## config.mk

```make
export PLATFORM = sky130hd
export DESIGN_NAME = button_debouncer
export DESIGN_NICKNAME = d
export VERILOG_FILES = /design/src/rtl/button_debouncer.sv
export SDC_FILE = /design/constraint.sdc
export NUM_CORES = 1
export LEC_CHECK = 0
export CAP_MARGIN = 20
export CORE_MARGIN = 3
export CORE_UTILIZATION = 56
export DETAILED_ROUTE_END_ITERATION = 16
export PLACE_DENSITY = 0.88
export SETUP_SLACK_MARGIN = 0.3
export SLEW_MARGIN = 20
export SYNTH_ARGS = -nofsm -noshare
export SYNTH_HDL_FRONTEND = slang
export SYNTH_SLANG_ARGS = --single-unit
```

## constraint.sdc

```tcl
create_clock -name clock -period 2.25 [get_ports clock]
set_input_delay 0.45 -clock clock [delete_from_list [all_inputs] [get_ports clock]]
set_output_delay 0.45 -clock clock [all_outputs]
set_load 0.01 [all_outputs]
```

## src/rtl/button_debouncer.sv

```systemverilog
// Per-button debounce and event detector. A 1 ms square wave (tick_clk) is edge-detected
// into a one-cycle tick; on each tick every synchronized button input advances its own
// four-state qualification FSM, producing a clean level plus press/release/hold pulses.
module button_debouncer #(
  parameter int unsigned NUM_BTN      = 4,
  parameter int unsigned STABLE_TICKS = 20,
  parameter int unsigned HOLD_TICKS   = 500,
  parameter int unsigned CNT_W        = 10
) (
  input  logic               clock,
  input  logic               reset_n,
  input  logic               tick_clk,
  input  logic [NUM_BTN-1:0] btn_raw,
  output logic               tick,
  output logic [NUM_BTN-1:0] btn_level,
  output logic [NUM_BTN-1:0] btn_press,
  output logic [NUM_BTN-1:0] btn_release,
  output logic [NUM_BTN-1:0] btn_hold
);

  typedef enum logic [1:0] {
    StReleased,
    StPressPend,
    StPressed,
    StReleasePend
  } state_e;

  // Limits carry one extra bit so cnt + 1 never wraps before the compare.
  localparam logic [CNT_W:0]   StableLim  = (CNT_W+1)'(STABLE_TICKS);
  localparam logic [CNT_W:0]   HoldLim    = (CNT_W+1)'(HOLD_TICKS);
  localparam logic [CNT_W-1:0] CntMax     = {CNT_W{1'b1}};
  localparam logic [CNT_W-1:0] CntOne     = CNT_W'(1);
  localparam bit               FastStable = (STABLE_TICKS == 1);

  logic               r_tick_q;
  logic               r_tick;
  logic [NUM_BTN-1:0] r_sync1;
  logic [NUM_BTN-1:0] r_sync2;

  state_e             r_state    [NUM_BTN];
  logic [CNT_W-1:0]   r_cnt      [NUM_BTN];
  logic [CNT_W-1:0]   r_hold_cnt [NUM_BTN];
  logic [NUM_BTN-1:0] r_fired;
  logic [NUM_BTN-1:0] r_level;
  logic [NUM_BTN-1:0] r_press;
  logic [NUM_BTN-1:0] r_release;
  logic [NUM_BTN-1:0] r_hold;

  logic [CNT_W:0]     w_cnt_inc  [NUM_BTN];
  logic [CNT_W:0]     w_hold_inc [NUM_BTN];

  // Rising-edge detect of tick_clk; a held-high tick_clk yields a single tick.
  always_ff @(posedge clock or negedge reset_n) begin
    if (!reset_n) begin
      r_tick_q <= 1'b0;
      r_tick   <= 1'b0;
    end else begin
      r_tick_q <= tick_clk;
      r_tick   <= tick_clk & ~r_tick_q;
    end
  end

  // Two-flop synchronizer for the asynchronous button inputs.
  always_ff @(posedge clock or negedge reset_n) begin
    if (!reset_n) begin
      r_sync1 <= '0;
      r_sync2 <= '0;
    end else begin
      r_sync1 <= btn_raw;
      r_sync2 <= r_sync1;
    end
  end

  // Widened increments used for the limit compares.
  always_comb begin
    for (int i = 0; i < NUM_BTN; i++) begin
      w_cnt_inc[i]  = '0;
      w_hold_inc[i] = '0;
    end
    for (int i = 0; i < NUM_BTN; i++) begin
      w_cnt_inc[i]  = {1'b0, r_cnt[i]} + (CNT_W+1)'(1);
      w_hold_inc[i] = {1'b0, r_hold_cnt[i]} + (CNT_W+1)'(1);
    end
  end

  // Per-button qualification FSMs; all state advances only on tick cycles.
  always_ff @(posedge clock or negedge reset_n) begin
    if (!reset_n) begin
      for (int i = 0; i < NUM_BTN; i++) begin
        r_state[i]    <= StReleased;
        r_cnt[i]      <= '0;
        r_hold_cnt[i] <= '0;
      end
      r_fired   <= '0;
      r_level   <= '0;
      r_press   <= '0;
      r_release <= '0;
      r_hold    <= '0;
    end else begin
      r_press   <= '0;
      r_release <= '0;
      r_hold    <= '0;
      if (r_tick) begin
        for (int i = 0; i < NUM_BTN; i++) begin
          unique case (r_state[i])
            StReleased: begin
              if (r_sync2[i]) begin
                if (FastStable) begin
                  r_state[i]    <= StPressed;
                  r_level[i]    <= 1'b1;
                  r_press[i]    <= 1'b1;
                  r_hold_cnt[i] <= '0;
                  r_fired[i]    <= 1'b0;
                end else begin
                  r_state[i] <= StPressPend;
                  r_cnt[i]   <= CntOne;
                end
              end
            end
            StPressPend: begin
              if (!r_sync2[i]) begin
                r_state[i] <= StReleased;
                r_cnt[i]   <= '0;
              end else if (w_cnt_inc[i] == StableLim) begin
                r_state[i]    <= StPressed;
                r_cnt[i]      <= '0;
                r_level[i]    <= 1'b1;
                r_press[i]    <= 1'b1;
                r_hold_cnt[i] <= '0;
                r_fired[i]    <= 1'b0;
              end else begin
                r_cnt[i] <= w_cnt_inc[i][CNT_W-1:0];
              end
            end
            StPressed: begin
              if (!r_sync2[i]) begin
                if (FastStable) begin
                  r_state[i]   <= StReleased;
                  r_level[i]   <= 1'b0;
                  r_release[i] <= 1'b1;
                end else begin
                  r_state[i] <= StReleasePend;
                  r_cnt[i]   <= CntOne;
                end
              end else begin
                if (r_hold_cnt[i] != CntMax) begin
                  r_hold_cnt[i] <= w_hold_inc[i][CNT_W-1:0];
                end
                if ((w_hold_inc[i] == HoldLim) && !r_fired[i]) begin
                  r_hold[i]  <= 1'b1;
                  r_fired[i] <= 1'b1;
                end
              end
            end
            StReleasePend: begin
              // A bounce back high resumes the same press: hold_cnt and fired are kept.
              if (r_sync2[i]) begin
                r_state[i] <= StPressed;
                r_cnt[i]   <= '0;
              end else if (w_cnt_inc[i] == StableLim) begin
                r_state[i]   <= StReleased;
                r_cnt[i]     <= '0;
                r_level[i]   <= 1'b0;
                r_release[i] <= 1'b1;
              end else begin
                r_cnt[i] <= w_cnt_inc[i][CNT_W-1:0];
              end
            end
          endcase
        end
      end
    end
  end

  assign tick        = r_tick;
  assign btn_level   = r_level;
  assign btn_press   = r_press;
  assign btn_release = r_release;
  assign btn_hold    = r_hold;

endmodule

```

==> results.md <==
Status:
- The flow ran to the end, but the final reports show violations.
- The checks that failed: negative setup slack.

Synth:
- The mean post-synth cell area is 8.98 sq um.
- Sorting the synthesized cells by area gives the leading types as dfrtp_1, o21ai_0, nand2_1.
- The number of warnings printed during yosys synthesis is 0.
- Summing the sequential cell areas from Yosys gives 45.3% of the chip area.
- The share of synthesized area in the top cell type comes to 45.3%.
- The number of nets in the synthesized netlist is 744.
- The mapped netlist covers 6510 sq um.
- The most frequent cell after synthesis is dfrtp_1.
- For this run, asynchronously set or reset flops after synthesis account for 100%.
- The count of flip-flops with a built-in enable after synthesis is 0.
- After synthesis the netlist holds a flip-flop and latch count of 118.
- The distinct cell type count after synthesis is 68.
- The cell count after synthesis is 725.
- The top cell type by total area after synthesis is dfrtp_1.
- For this run, the leading register cell type out of synthesis is dfrtp_1.
- Counting instances in the post-synthesis netlist gives the leading cell types as dfrtp_1, nand2_1, o21ai_0.

Global routing:
- met2 is the most crowded layer.
- The maximum number of pins on one net before global-route repair is 45.
- The first global-routing pass estimated 29100 microns of wire.
- The global-route congestion overflow total is 0.
- The met2 track utilization from global routing is 46.8%.
- The via count of the first global-routing pass is 6076.
- The total global-route track usage is 27.7%.
- The global routing met3 resource utilization is 7.11%.
- The met1 global-route usage is 34.3%.
- The number of antenna violations at the first check in global routing is 0.

STA:
- The hold violation count in the final report is 0.
- The maximum clock frequency is 418 MHz.
- For the pin with the worst max-slew slack, the measured transition is 0.934 ns.
- The ratio of final minimum period to clock period is 106%.
- The final worst clock skew is 0.0164 ns.
- For the finished layout, the period the worst path requires is 2.39 ns.
- Setup repair after global routing could not meet its margin everywhere.
- After layout, the worst setup slack is -0.142 ns.
- Setup violations remaining at the end of the flow were counted as 17.
- The relative slew slack is 37.1%.
- The number of pins with negative max-slew slack in the final report is 0.

Run:
- The number of maximum-capacitance violations is 0.

Detailed routing:
- The post-detailed-route wirelength per cell is 21.7 microns.
- After detailed routing, the number of remaining DRC violations is 0.
- The detailed-route wire length is 21000 microns.
- In this run, the number of DRC markers left after iteration 0 of detailed routing was 1422.
- For this block, the via count after detailed routing is 6865.
- The count of nets left with antenna violations once routing finished came out at 0.
- The detailed-route vias per instance is 7.08.
- Before antenna repair, the detailed router went through 8 iterations.

Place:
- Input and output buffers added on the ports amount to 23.
- The wire-length estimate of the detail-placed layout is 10300 microns.
- In this run the cell area measured after placement is 7090 sq um.
- The placer's final routability congestion estimate is 0.925.

Floorplanning:
- In this run the standard cell core region covers 11100 sq um.
- The chip width is 114 microns.
- Pin placement for this block handled 24 I/O pins.
- The initialized floorplan defines 38 standard-cell rows.
- In this run the vertical extent of the chip is 114 microns.
- For this configuration, the core starts out at a cell density of 58.8%.
- The die outline area is 13000 sq um.

Layout:
- The largest registers in the layout are r_cnt x40, r_hold_cnt x40.
- The antenna cell count is 0.
- Cells with a size suffix above 1 make up 26.5% of the layout.
- The number of nets in the layout is 835.
- The relative area change from synthesis to final layout is 33.8%.
- Counting the fill cells in the layout gives 587.
- After routing the design area is 8710 sq um.

Critical path:
- The critical path goes through ha_2, and3_4, buf_6, nand4_1, buf_4, a221o_1, o21ai_1, a21oi_1.
- The worst setup path is captured at a flip-flop.
- The worst-path maximum fanout is 5.
- The standard cell with the maximum stage delay on the critical path is dfrtp_1.
- Data arrives at the worst endpoint at 2.66 ns.
- The nature of the critical path startpoint is a flip-flop.
- At the worst endpoint, the required time is 2.52 ns.
- The setup slack of the most critical reg-to-reg path is -0.14 ns.
- The largest incremental delay on the critical path is 0.41 ns.
- The critical path is of the flip-flop to flip-flop type.

Worst hold path:
- In this run the worst hold path is classified as flip-flop to flip-flop.

Power and ir drop:
- The total power density per cell area is 668 nW/um^2.
- The static leakage is 3.60 nW.
- The sum of internal, switching and leakage power is 5.82 mW.
- VDD sags by at most 986 uV.

Clocking:
- CTS built an H-tree with a depth of 4.
- Buffers inserted during clock tree synthesis total 17.
- TritonCTS built the clock tree.
- The clock drives 118 sinks.
- The register clock-pin slew on the reported worst setup and hold paths is 0.05 ns.
- For the worst-skew pair, the clock arrives at the later sink with an insertion delay of 0.43 ns.
- In this run the clock root is driven by a clkbuf_16.
- The clock passes through at most 2 buffers.
[stage by stage]
step | worst slack (ns) | util (%) | hold slack [ns] | TNS (ns) | std cells
after global placement | -0.109 | 64.0 | 0.336 | -1.18 | 882
after global routing | -0.116 | 78.7 | 0.357 | -1.42 | 969
final | -0.142 | 78.7 | 0.348 | -0.892 | 969
after detailed placement | -0.175 | 64.0 | 0.335 | -1.97 | 882
after floorplan | -0.164 | - | 0.154 | -1.58 | 725
after CTS | -0.0715 | 73.7 | 0.348 | -0.544 | 946
[path summary, 6_finish.rpt]
kind	to	start	cells after the start
setup / recovery	r_cnt[20]	r_cnt[20]	8
hold / removal	r_sync2[2]	r_sync1[2]	0
setup reg to reg	r_cnt[20]	r_cnt[20]	8
hold reg to reg	r_sync2[2]	r_sync1[2]	0
max in group asynchronous	r_cnt[35]	reset_n	3
min in group asynchronous	r_hold_cnt[23]	reset_n	2
[report_power, final]
group / total, mW / internal, mW / switching, mW
Sequential: 2.30 / 2.19 / 0.112
Combinational: 0.446 / 0.181 / 0.266
Clock: 3.07 / 2.08 / 0.993
Total: 5.82 / 4.45 / 1.37
[critical path, delay by kind of cell (launching register included)]
kind,cells,cell delay [ns]
flip-flops,1,0.41
buffers and inverters,2,0.34
AO/OA/AOI/OAI,3,0.82
adder cells (fa/ha/maj),1,0.22
AND/OR/NAND/NOR,2,0.45
[logic make-up after synthesis]
kind of cell | after synthesis | share of synthesized area [%]
AND/OR/NAND/NOR | 301 | 23.7
AO/OA/AOI/OAI | 208 | 20.8
flip-flops | 118 | 45.3
buffers and inverters | 55 | 3.25
XOR/XNOR | 18 | 2.42
multiplexers | 13 | 2.17
adder cells (fa/ha/maj) | 12 | 2.31
[cell type report]
type                    count  area (sq um)  share of cell area (%)
multi-input cells         554          3910                    44.8
repair buffers            104           926                    10.6
well taps                 140           175                    2.01
clock inverters             8           168                    1.92
flip-flops and latches    118          2970                    34.1
clock buffers              24           492                    5.64
inverters                  21          78.8                   0.905
[metal layers]
layer / routed length, microns / vias up
met5: 0 / -
met4: 1130 / 0
met3: 2020 / 152
met2: 10200 / 600
met1: 7650 / 3230
li1: - / 2883
[repair_timing]
item	4_1_cts	5_1_grt
pin swaps	41	42
hold buffers	1	0
hold endpoints to repair	26	0
cloned	2	1
setup buffers	29	22
endpoints found under the setup margin	80	89
gates resized for setup	59	94
[layout by cell type (no fill, tap or decap), types with 17 or more instances in the layout]
cell type	instances
clkdlybuf4s50_1	21
a21oi_1	31
nand3_1	43
dfrtp_1	105
inv_1	21
o21ai_0	37
nor3_1	20
a31oi_1	20
buf_4	63
clkbuf_16	17
nand2_1	87
nor2_1	39
No activity file was read; power rests on OpenSTA's default activity.
